==> src/rtl/jtkunio_mbox.sv <==
`default_nettype none
// +----------------------------------------------------------------------------+
// | jtkunio_mbox : bidirectional two-FIFO mailbox, main 6502 (A) <-> MCU (B)    |
// | Optional macro JTKUNIO_MBOX_IRQLATCH_EN: latched IRQs cleared by *_irqclr   |
// | Revision: 1.0                                                              |
// +----------------------------------------------------------------------------+

module jtkunio_mbox_fifo #(
   parameter int DW    = 8,
   parameter int DEPTH = 1
) (
   input  logic          clk,
   input  logic          rst,
   input  logic          push,
   input  logic          pop,
   input  logic [DW-1:0] din,
   output logic [DW-1:0] dout,
   output logic          full,
   output logic          nempty,
   output logic          ovf,
   output logic          accepted
);

   localparam int AW = (DEPTH > 1) ? $clog2(DEPTH) : 1;
   localparam int MEMN = 1 << AW;
   localparam logic [AW:0]   C_DEPTH = (AW+1)'(DEPTH);
   localparam logic [AW-1:0] C_LAST  = AW'(DEPTH-1);

   logic [DW-1:0] r_mem [MEMN];
   logic [AW-1:0] r_wr_ptr, r_rd_ptr;
   logic [AW:0]   r_cnt;
   logic [DW-1:0] r_dout;
   logic          r_full, r_nempty, r_ovf;

   logic [AW-1:0] w_wr_next, w_rd_next;
   logic [AW:0]   w_cnt_next;
   logic [DW-1:0] w_dout_next;
   logic          w_empty, w_is_full, w_pass, w_do_pop, w_do_push;

   // Explicit wrap keeps DEPTH=1 pinned to slot 0 even though AW is 1
   function automatic logic [AW-1:0] ptr_inc(input logic [AW-1:0] p);
      return (p == C_LAST) ? '0 : p + AW'(1);
   endfunction

   always_comb begin
      w_empty     = (r_cnt == '0);
      w_is_full   = (r_cnt == C_DEPTH);
      // Push and pop on an empty FIFO: the word passes straight to dout
      w_pass      = push & pop & w_empty;
      w_do_pop    = pop & ~w_empty;
      w_do_push   = push & ~w_pass & (~w_is_full | w_do_pop);
      w_rd_next   = w_do_pop  ? ptr_inc(r_rd_ptr) : r_rd_ptr;
      w_wr_next   = w_do_push ? ptr_inc(r_wr_ptr) : r_wr_ptr;
      w_cnt_next  = r_cnt;
      if (w_do_push && !w_do_pop)
         w_cnt_next = r_cnt + (AW+1)'(1);
      else if (w_do_pop && !w_do_push)
         w_cnt_next = r_cnt - (AW+1)'(1);
      w_dout_next = r_dout;
      if (w_pass)
         w_dout_next = din;
      else if (w_cnt_next != '0)
         w_dout_next = (w_do_push && (r_wr_ptr == w_rd_next)) ? din : r_mem[w_rd_next];
   end

   always_ff @(posedge clk) begin
      if (w_do_push)
         r_mem[r_wr_ptr] <= din;
   end

   always_ff @(posedge clk) begin
      if (rst) begin
         r_wr_ptr <= '0;
         r_rd_ptr <= '0;
         r_cnt    <= '0;
         r_dout   <= '0;
         r_full   <= 1'b0;
         r_nempty <= 1'b0;
         r_ovf    <= 1'b0;
      end else begin
         r_wr_ptr <= w_wr_next;
         r_rd_ptr <= w_rd_next;
         r_cnt    <= w_cnt_next;
         r_dout   <= w_dout_next;
         r_full   <= (w_cnt_next == C_DEPTH);
         r_nempty <= (w_cnt_next != '0);
         if (push && w_is_full && !w_do_pop)
            r_ovf <= 1'b1;
      end
   end

   assign dout     = r_dout;
   assign full     = r_full;
   assign nempty   = r_nempty;
   assign ovf      = r_ovf;
   assign accepted = w_do_push | w_pass;

endmodule

module jtkunio_mbox #(
   parameter int DW    = 8,
   parameter int DEPTH = 1
) (
   input  logic          clk,
   input  logic          rst,
   input  logic          a_wr,
   input  logic          a_rd,
   input  logic [DW-1:0] a_din,
   output logic [DW-1:0] a_dout,
   output logic [1:0]    a_st,
   output logic          a_ovf,
   output logic          a_irq,
   input  logic          a_irqclr,
   input  logic          b_wr,
   input  logic          b_rd,
   input  logic [DW-1:0] b_din,
   output logic [DW-1:0] b_dout,
   output logic [1:0]    b_st,
   output logic          b_ovf,
   output logic          b_irq,
   input  logic          b_irqclr
);

   logic r_a_wr_d, r_a_rd_d, r_b_wr_d, r_b_rd_d;
   logic r_a_push, r_b_push;
   logic w_a_pop, w_b_pop;
   logic w_a2b_full, w_a2b_nempty, w_a2b_acc;
   logic w_b2a_full, w_b2a_nempty, w_b2a_acc;

   // Delay registers reset high so a select held through reset is not an edge
   always_ff @(posedge clk) begin
      if (rst) begin
         r_a_wr_d <= 1'b1;
         r_a_rd_d <= 1'b1;
         r_b_wr_d <= 1'b1;
         r_b_rd_d <= 1'b1;
         r_a_push <= 1'b0;
         r_b_push <= 1'b0;
      end else begin
         r_a_wr_d <= a_wr;
         r_a_rd_d <= a_rd;
         r_b_wr_d <= b_wr;
         r_b_rd_d <= b_rd;
         r_a_push <= a_wr & ~r_a_wr_d;
         r_b_push <= b_wr & ~r_b_wr_d;
      end
   end

   // Pops fire on the read falling edge so the head is stable during the access
   assign w_a_pop = r_a_rd_d & ~a_rd;
   assign w_b_pop = r_b_rd_d & ~b_rd;

   jtkunio_mbox_fifo #(.DW(DW), .DEPTH(DEPTH)) u_a2b (
      .clk      (clk),
      .rst      (rst),
      .push     (r_a_push),
      .pop      (w_b_pop),
      .din      (a_din),
      .dout     (b_dout),
      .full     (w_a2b_full),
      .nempty   (w_a2b_nempty),
      .ovf      (a_ovf),
      .accepted (w_a2b_acc)
   );

   jtkunio_mbox_fifo #(.DW(DW), .DEPTH(DEPTH)) u_b2a (
      .clk      (clk),
      .rst      (rst),
      .push     (r_b_push),
      .pop      (w_a_pop),
      .din      (b_din),
      .dout     (a_dout),
      .full     (w_b2a_full),
      .nempty   (w_b2a_nempty),
      .ovf      (b_ovf),
      .accepted (w_b2a_acc)
   );

   assign a_st = {w_a2b_full, w_b2a_nempty};
   assign b_st = {w_b2a_full, w_a2b_nempty};

`ifdef JTKUNIO_MBOX_IRQLATCH_EN
   logic r_a_irq, r_b_irq;

   // Set has priority over a coincident clear
   always_ff @(posedge clk) begin
      if (rst) begin
         r_a_irq <= 1'b0;
         r_b_irq <= 1'b0;
      end else begin
         if (w_b2a_acc)
            r_a_irq <= 1'b1;
         else if (a_irqclr)
            r_a_irq <= 1'b0;
         if (w_a2b_acc)
            r_b_irq <= 1'b1;
         else if (b_irqclr)
            r_b_irq <= 1'b0;
      end
   end

   assign a_irq = r_a_irq;
   assign b_irq = r_b_irq;
`else
   logic w_unused_irq;

   assign a_irq        = w_b2a_nempty;
   assign b_irq        = w_a2b_nempty;
   assign w_unused_irq = a_irqclr ^ b_irqclr ^ w_a2b_acc ^ w_b2a_acc;
`endif

endmodule
`default_nettype wire

==> config.mk <==
export PLATFORM = sky130hd
export DESIGN_NAME = jtkunio_mbox
export DESIGN_NICKNAME = d
export VERILOG_FILES = /design/src/rtl/jtkunio_mbox.sv
export SDC_FILE = /design/constraint.sdc
export NUM_CORES = 1
export LEC_CHECK = 0
export CAP_MARGIN = 20
export CORE_MARGIN = 5
export CORE_UTILIZATION = 45
export DETAILED_ROUTE_END_ITERATION = 6
export MAX_ROUTING_LAYER = met4
export PLACE_DENSITY = 0.71
export SLEW_MARGIN = 5
export SYNTH_ARGS = -nofsm -noshare
export SYNTH_HDL_FRONTEND = slang
export SYNTH_SLANG_ARGS = --single-unit
==> constraint.sdc <==
create_clock -name clk -period 2.9 [get_ports clk]
set_clock_uncertainty 0.1 [all_clocks]
set_input_delay 0.58 -clock clk [delete_from_list [all_inputs] [get_ports clk]]
set_output_delay 0.58 -clock clk [all_outputs]
set_load 0.02 [all_outputs]
==> run metrics, run 1 <==
Initial Util=45.5%; Power Dens Cells=609 nW/µm²; Hold Violations, Final=0; Max transition margin=63.8%; Clock Sinks=50; via-per-instance ratio=5.41; Die Width=81.2 µm; Die Height=81.2 µm; measured slew at the worst slew-check pin=544 ps; first-pass GRT wire length=8.09 mm; Commonest cells post-synth=dfxtp_1, nor2_1, edfxtp_1, nand2b_1, nand2_1; nets=283; worst setup margin=459 ps; GRT Total Usage=16.4%; DR vias=1763; CTS Buffer Depth=2; status=complete, no violations; Initial DRC Count=112; Worst EP required=2980 ps; Total Wirelength=4.89 mm; Synth Register Bits=50; Routability Congestion=0.842; Post-synth EDFFs=16; sequential area share after synthesis=50.9%; dpl cells=318; Max Freq=410 MHz; top cells by area, synth=dfxtp_1, edfxtp_1, a221oi_2, nand2b_1, a311oi_1; H-tree depth=2; Synth Flop Type=dfxtp_1; hpwl dp=3.35 mm; Routed Antenna Nets=0; initial antenna violation count=0; syn nets=237; insertion delay to the later sink of the worst-skew pair=300 ps; clk root buf=clkbuf_8; I/O pin total=48; Worst Path Arrival=2520 ps; layout cells sized above 1=14.1%; Remaining DRCs=0; P_int=1.23 mW; Cell Rows=26; largest net degree at the start of global routing=35; vias in the first global route=1701; area of the multi-input gates=1030 µm²; # Max-Cap Violations=0; crit path kind=reg -> reg; Hold WS=293 ps; synth warn=0; Crit. End Element=register; register area=1160 µm²; grt ovf=0; crit share post-route=84.2%; clock power share=23.9%; startpoint types=register; Hold Path Class=reg -> reg; worst r2r src=u_b2a.r_cnt[0]; Sw Ratio=30.1%; pre-CTS WS=165 ps; Crit. Startpoint=u_b2a.r_cnt[0]; hold_sp=r_a_wr_d; synth unique cells=41; RSZ-0062 raised after global routing=false; Syn Inst Count=209; post-CTS sizing=0; hold_buf cts=0; cell type with the largest total area after synthesis=dfxtp_1; CTS tree=built; Yosys top cell area share=29.8%; post-route minimum period=2440 ps; Leak=1.02 nW; Buffers on Ports=45; wire per inst=15.0 µm; Area Overhead vs Synth=26.6%; combinational share of power=29.1%; fin area=2890 µm²; synthesized area=2280 µm²; Die Area=6590 µm²; Final Max Slew Viols=0; Area after DPL=2790 µm²; setup violators final=0; # fillers=464; Setup TNS=0 ps; worst-path fanout max=9; CTS buffer count=5; register clock-pin slew on the reported worst setup and hold paths=90 ps; n_diodes=0; Finished Layout Cells=326; Reg power frac=47.1%; Post-CTS Setup Bufs=0; ys async rst share=0%; NetSw=0.530 mW; Worst VDD drop=276 µV; CORE AREA=5010 µm²; Synth Area per Inst=10.9 µm²; drt pass-1 iters=4; flop-to-flop setup slack=460 ps; most common cell in the netlist=dfxtp_1
## cells by family after synthesis
group / Yosys count / share of synthesized area [%]
AO/OA/AOI/OAI: 61 / 22.8
buffers and inverters: 17 / 4.11
adder cells (fa/ha/maj): 4 / 2.19
flip-flops: 50 / 50.9
XOR/XNOR: 2 / 0.768
AND/OR/NAND/NOR: 75 / 19.3
## sequential cells by signal (all words and copies together) (netlist names)
register and count:
u_a2b.dout 8, u_b2a.r_rd_ptr 1, u_a2b.full 1, r_b_push 1, r_b_rd_d 1, u_a2b.r_cnt 2, r_b_wr_d 1, u_a2b.r_rd_ptr 1
r_a_rd_d 1, r_a_wr_d 1, u_a2b.ovf 1, u_b2a.dout 8, u_a2b.r_mem 8, u_b2a.r_cnt 2, u_b2a.r_mem 8, u_b2a.full 1
u_a2b.nempty 1, r_a_push 1, u_b2a.ovf 1, u_b2a.nempty 1
## per-stage QoR
stage / util (%) / power (mW)
3_5_place_dp: 55.7 / 1.35
6_report: 57.6 / 1.76
3_3_place_gp: 55.7 / 1.35
5_1_grt: 57.6 / 1.86
4_1_cts: 57.6 / 1.78
2_1_floorplan: - / 1.16
## cell usage in the layout, fill, tap and decap left out, types with 2 or more instances in the layout
cell type / synthesis / routed
a2111oi_2: 2 / 2
a211oi_1: 2 / 2
a21oi_1: 6 / 6
a221oi_2: 8 / 8
a22oi_1: 8 / 8
a311oi_1: 8 / 8
a31oi_1: 10 / 10
and3_2: 2 / 2
and3b_1: 3 / 3
buf_4: 4 / 7
clkbuf_8: 0 / 6
clkdlybuf4s50_1: 0 / 45
dfxtp_1: 34 / 34
edfxtp_1: 16 / 16
ha_1: 4 / 4
inv_1: 4 / 4
nand2_1: 13 / 13
nand2b_1: 14 / 14
nand3_1: 2 / 2
nor2_1: 18 / 18
nor2b_1: 5 / 5
nor3_1: 2 / 2
nor3b_1: 2 / 2
nor4_1: 3 / 3
nor4b_4: 2 / 2
o21a_1: 2 / 2
o21ai_0: 9 / 9
or2_2: 4 / 4
xnor2_1: 2 / 2
## power by group through the flow
| stage | Clock (mW) | Sequential [mW] | Combinational [mW] |
|---|---|---|---|
| detailed placement | 0 | 0.843 | 0.507 |
| finish | 0.419 | 0.827 | 0.511 |
| floorplan | 0 | 0.899 | 0.263 |
| global route | 0.475 | 0.838 | 0.550 |
| CTS | 0.439 | 0.828 | 0.513 |
| global placement | 0 | 0.842 | 0.504 |
## worst max-delay path, stage by stage (launching register included)
cell	delay [ps]
dfxtp_1	460
inv_1	150
ha_1	290
nor4b_4	480
buf_4	230
nand3_1	250
a31oi_1	260
a311oi_1	90
## per-layer routing
layer	routed length [µm]	track usage, %	up-vias	share of wire (%)
li1	-	-	882	-
met1	2280	21.0	828	47
met2	2280	24.9	46	47
met3	251	3.88	7	5.1
met4	78	6.76	0	1.6
met5	0	-	-	0
## worst paths after layout
kind	endpoint	cells after the start
worst min register to register	r_a_push	1
worst max-delay path	u_b2a.dout[7]	7
worst max register to register	u_b2a.dout[7]	7
worst min-delay path	r_a_push	1
## layout make-up
type                    count  share of cell area [%]
flip-flops and latches     50                    40.2
multi-input cells         142                    35.5
repair buffers             52                    17.4
well taps                  70                    3.03
clock buffers               6                    2.86
inverters                   4                   0.520
clock inverters             2                   0.433
(Power assumes the default switching activity.)
==> run 2, diff against run 1 <==
Settings changed: PLACE_DENSITY 0.71 to 0.74.
Clock period 2.9 ns to 2.2 ns, I/O delays scaled along.
==> run 2 against run 1 <==
Via count up 4.0%. Hold slack better by 8.2 ps. Non-clock buffer count increased by 18. Sequential share of layout area shrank 2.8 points.
==> run metrics, run 2 (synthesis gave the netlist of run 1 again) <==
critical path's slowest cell=a2111oi_2; Initial Util=45.5%; startpoint types=register; critical path, cell by cell=inv_1 > ha_2 > nor4b_4 > buf_4 > a2111oi_2 > o31ai_4 > a311oi_1; largest net degree at the start of global routing=35; Die Height=81.2 µm; Final Max Slew Viols=0; Buffers on Ports=45; NetSw=0.719 mW; crit-path leading delay family=compound AO/OA/AOI/OAI gates; Remaining DRCs=0; Max Freq=473 MHz; insertion delay to the later sink of the worst-skew pair=300 ps; Crit. Startpoint=u_b2a.r_cnt[0]; Max transition margin=67.3%; flop-to-flop setup slack=90 ps; CP max stage delay=510 ps; Sw Ratio=30.3%; DR vias=1833; most frequent cells in the layout=clkdlybuf4s50_1, dfxtp_1, buf_4; Die Area=6590 µm²; Finished Core Util=62.1%; nets=301; Area Overhead vs Synth=36.5%; Total Wirelength=4.99 mm; Worst Path Arrival=2220 ps; Worst VDD drop=479 µV; clk root buf=clkbuf_8; GRT Total Usage=16.4%; via-per-instance ratio=5.33; number of stages on the worst setup path=7; status=complete, no violations; pre-CTS WS=-269 ps; worst-path fanout max=8; Power Dens Cells=763 nW/µm²; combinational share of power=32.1%; setup violators final=0; vias in the first global route=1763; layout cells sized above 1=22.3%; clock power share=22.0%; crit path kind=reg -> reg; critical register-to-register path endpoint=u_b2a.dout[2]; initial antenna violation count=0; commonest non-fill, non-tap cell in the layout=clkdlybuf4s50_1; Worst EP required=2310 ps; I/O pin total=48; worst r2r path cells=7; Cell Rows=26; Initial DRC Count=98; crit share post-route=96.0%; power consumption=2.38 mW; worst r2r src=u_b2a.r_cnt[0]; CTS Buffer Depth=2; P_int=1.66 mW; H-tree depth=2; Reg power frac=45.9%; Routability Congestion=0.872; Crit. End Element=register; first-pass GRT wire length=8.13 mm; wire per inst=14.5 µm; worst setup margin=87.6 ps; CORE AREA=5010 µm²; # Max-Cap Violations=0; Routed Antenna Nets=0; drt pass-1 iters=4; n_diodes=0; grt ovf=0; hpwl dp=3.54 mm; dpl cells=333; Hold Violations, Final=0; CP endpoint=u_b2a.dout[2]; CP Buf/Inv Count=2; Hold WS=301 ps; Finished Layout Cells=344; Hold Path Class=reg -> reg; measured slew at the worst slew-check pin=490 ps; Die Width=81.2 µm; CTS tree=built; register clock-pin slew on the reported worst setup and hold paths=90 ps; Leak=1.13 nW; CTS buffer count=5; Clock Sinks=50; post-route minimum period=2110 ps
## run 2: cell count changes in the layout (fill, tap and decap cells not counted), sizes merged
cell / before / now
buf: 7 / 25
clkinvlp: 1 / 0
clkbuf: 6 / 5
clkinv: 1 / 3
## run 2: per-layer routing
metal | up-vias | global-route usage (%) | part of all wire [%]
met5 | - | - | 0
li1 | 919 | - | -
met4 | 0 | 6.93 | 2.0
met2 | 34 | 27.3 | 49
met3 | 8 | 3.33 | 4.7
met1 | 872 | 19.2 | 44
## run 2: layout make-up
class	instances	area, µm²
clock buffer	5	68.8
fill	438	1900
inverter	4	15.0
clock inverter	3	21.3
timing repair buffer	70	701
multi-input combinational	142	1050
tap	70	87.6
sequential	50	1160
## run 2: worst min path at each step
stage	startpoint	to	slack (ps)	cells after the start
finish	r_b_wr_d	r_b_push	300	1
global route	r_b_wr_d	r_b_push	310	1
CTS	r_b_wr_d	r_b_push	300	1
detailed placement	r_b_wr_d	r_b_push	290	1
global placement	r_a_wr_d	r_a_push	280	1
floorplan	r_a_wr_d	r_a_push	270	1
## run 2: worst reg2reg max path: stages (launching register included)
cell and delay (ps):
dfxtp_1 320, inv_1 150, ha_2 280, nor4b_4 80, buf_4 160, a2111oi_2 510, o31ai_4 160, a311oi_1 260
## run 2: per-stage QoR
step	setup TNS (ps)	instance area, µm²
floorplan	0	2280
global placement	-3300	2960
detailed placement	-3730	2960
CTS	0	3070
global route	-6.42	3110
finish	0	3110
## run 2: timing repair
| item | 4_1_cts | 5_1_grt |
|---|---|---|
| buffers inserted | 1 | 2 |
| resized for setup | 1 | 8 |
| hold buffers | 0 | 0 |
| endpoints found under the hold margin | 0 | 0 |
| pin swaps | 2 | 4 |
| endpoints found under the setup margin | 16 | 16 |
## run 2: power groups by stage
| stage | sequential, mW | combinational (mW) | clock, mW |
|---|---|---|---|
| floorplan | 1.19 | 0.347 | 0 |
| global placement | 1.11 | 0.711 | 0 |
| detailed placement | 1.11 | 0.724 | 0 |
| CTS | 1.09 | 0.753 | 0.547 |
| global route | 1.10 | 0.815 | 0.589 |
| finish | 1.09 | 0.762 | 0.524 |
==> patch, RTL diff (settings of run 1) <==
`r_dout` no longer has a reset.
--- a/src/rtl/jtkunio_mbox.sv
+++ b/src/rtl/jtkunio_mbox.sv
@@ -74,5 +74,4 @@
          r_rd_ptr <= '0;
          r_cnt    <= '0;
-         r_dout   <= '0;
          r_full   <= 1'b0;
          r_nempty <= 1'b0;
@@ -82,5 +81,4 @@
          r_rd_ptr <= w_rd_next;
          r_cnt    <= w_cnt_next;
-         r_dout   <= w_dout_next;
          r_full   <= (w_cnt_next == C_DEPTH);
          r_nempty <= (w_cnt_next != '0);
@@ -88,4 +86,8 @@
             r_ovf <= 1'b1;
       end
+   end
+
+   always_ff @(posedge clk) begin
+      r_dout <= w_dout_next;
    end
 
Formal check against the unedited RTL: differs if rst is asserted again (counterexample within 4 cycles, from zero or initial values and one cycle with rst high); with rst held inactive, the same outputs for 10 cycles.
==> patch against run 1 <==
  * Sequential share of layout area up 8.7 points
  * Count of clock-buffer cells in the layout is the same
  * Die area decreased by 7.1%
  * Synthesized area down 8.1%
  * Total power fell by 7.8%
  * Via count down 21%
  * Synthesized cell count fell by 26%
  * Wire length decreased by 18%
  * Sequential cell count stayed put
  * Worst setup slack improved by 0.097 ns
  * Largest cell class unchanged
  * Final area fell by 6.4%
==> patch: results (changes against run 1) <==
- Met1 Resource Use GR: 0.172 (-0.0384)
- CP max FO: 8 (-1)
- Place WS: 0.322 ns (+0.157 ns)
- Met2 GRT Util: 0.232 (-0.0167)
- Vias post-DR: 1390 (-21%)
- Crit path to: u_b2a.dout[5]
- Max stage delay on crit path: 0.46 ns (-0.02 ns)
- Post-synthesis mux area share: 0.00537 (+0.00537)
- M1 WL: 1750 microns (-23%)
- Drt initial violations: 88 (-21%)
- Post-Syn Instances: 154 (-26%)
- Max-Slew Margin vs Limit: 0.541 (-0.0969)
- WL per Instance: 15.6 microns (+4.2%)
- Largest delay contributor family on the critical path: compound AO/OA/AOI/OAI gates
- GPL Wtd Cong: 0.767 (-8.9%)
- Post-Synth XOR/XNOR Area: 0.00835 (+0.000674)
- Placed Area: 2590 sq um (-7.2%)
- Met3 wire len: 221 microns (-12%)
- Syn nets: 182 (-23%)
- Top cells by area, synth: edfxtp_1 (46%), dfxtp_1 (17%), a22o_1 (7.1%)
- Main flop type after synthesis: edfxtp_1
- Final hold slack: 0.294 ns (+0.00116 ns)
- Status: completed
- Synth Area in Compound Gates: 0.149 (-0.0785)
- Reg2reg setup slack: 0.56 ns (+0.10 ns)
## patch: cell types whose count changed in the layout (fill, tap and decap cells not counted), sizes merged, moves of 8 or more
cell,change
nor2,-8
nand2b,-10
edfxtp,+16
a22oi,-8
a22o,+18
dfxtp,-16
a311oi,-8
nand2,-8
## patch: final cells by class
type | count | area (sq um)
Clock inverter | 2 | 37.5
Inverter | 5 | 18.8
Multi-Input combinational cell | 92 | 714
Sequential cell | 50 | 1320
Tap cell | 52 | 65.1
Fill cell | 361 | 1740
Timing Repair Buffer | 48 | 473
Clock buffer | 6 | 72.6
## patch: power by group through the flow
| stage | combinational [mW] | clock (mW) | sequential, mW |
|---|---|---|---|
| after floorplan | 0.132 | 0 | 0.894 |
| after global placement | 0.300 | 0 | 0.851 |
| after detailed placement | 0.308 | 0 | 0.854 |
| after CTS | 0.310 | 0.491 | 0.837 |
| after global routing | 0.330 | 0.521 | 0.843 |
| final | 0.306 | 0.478 | 0.836 |
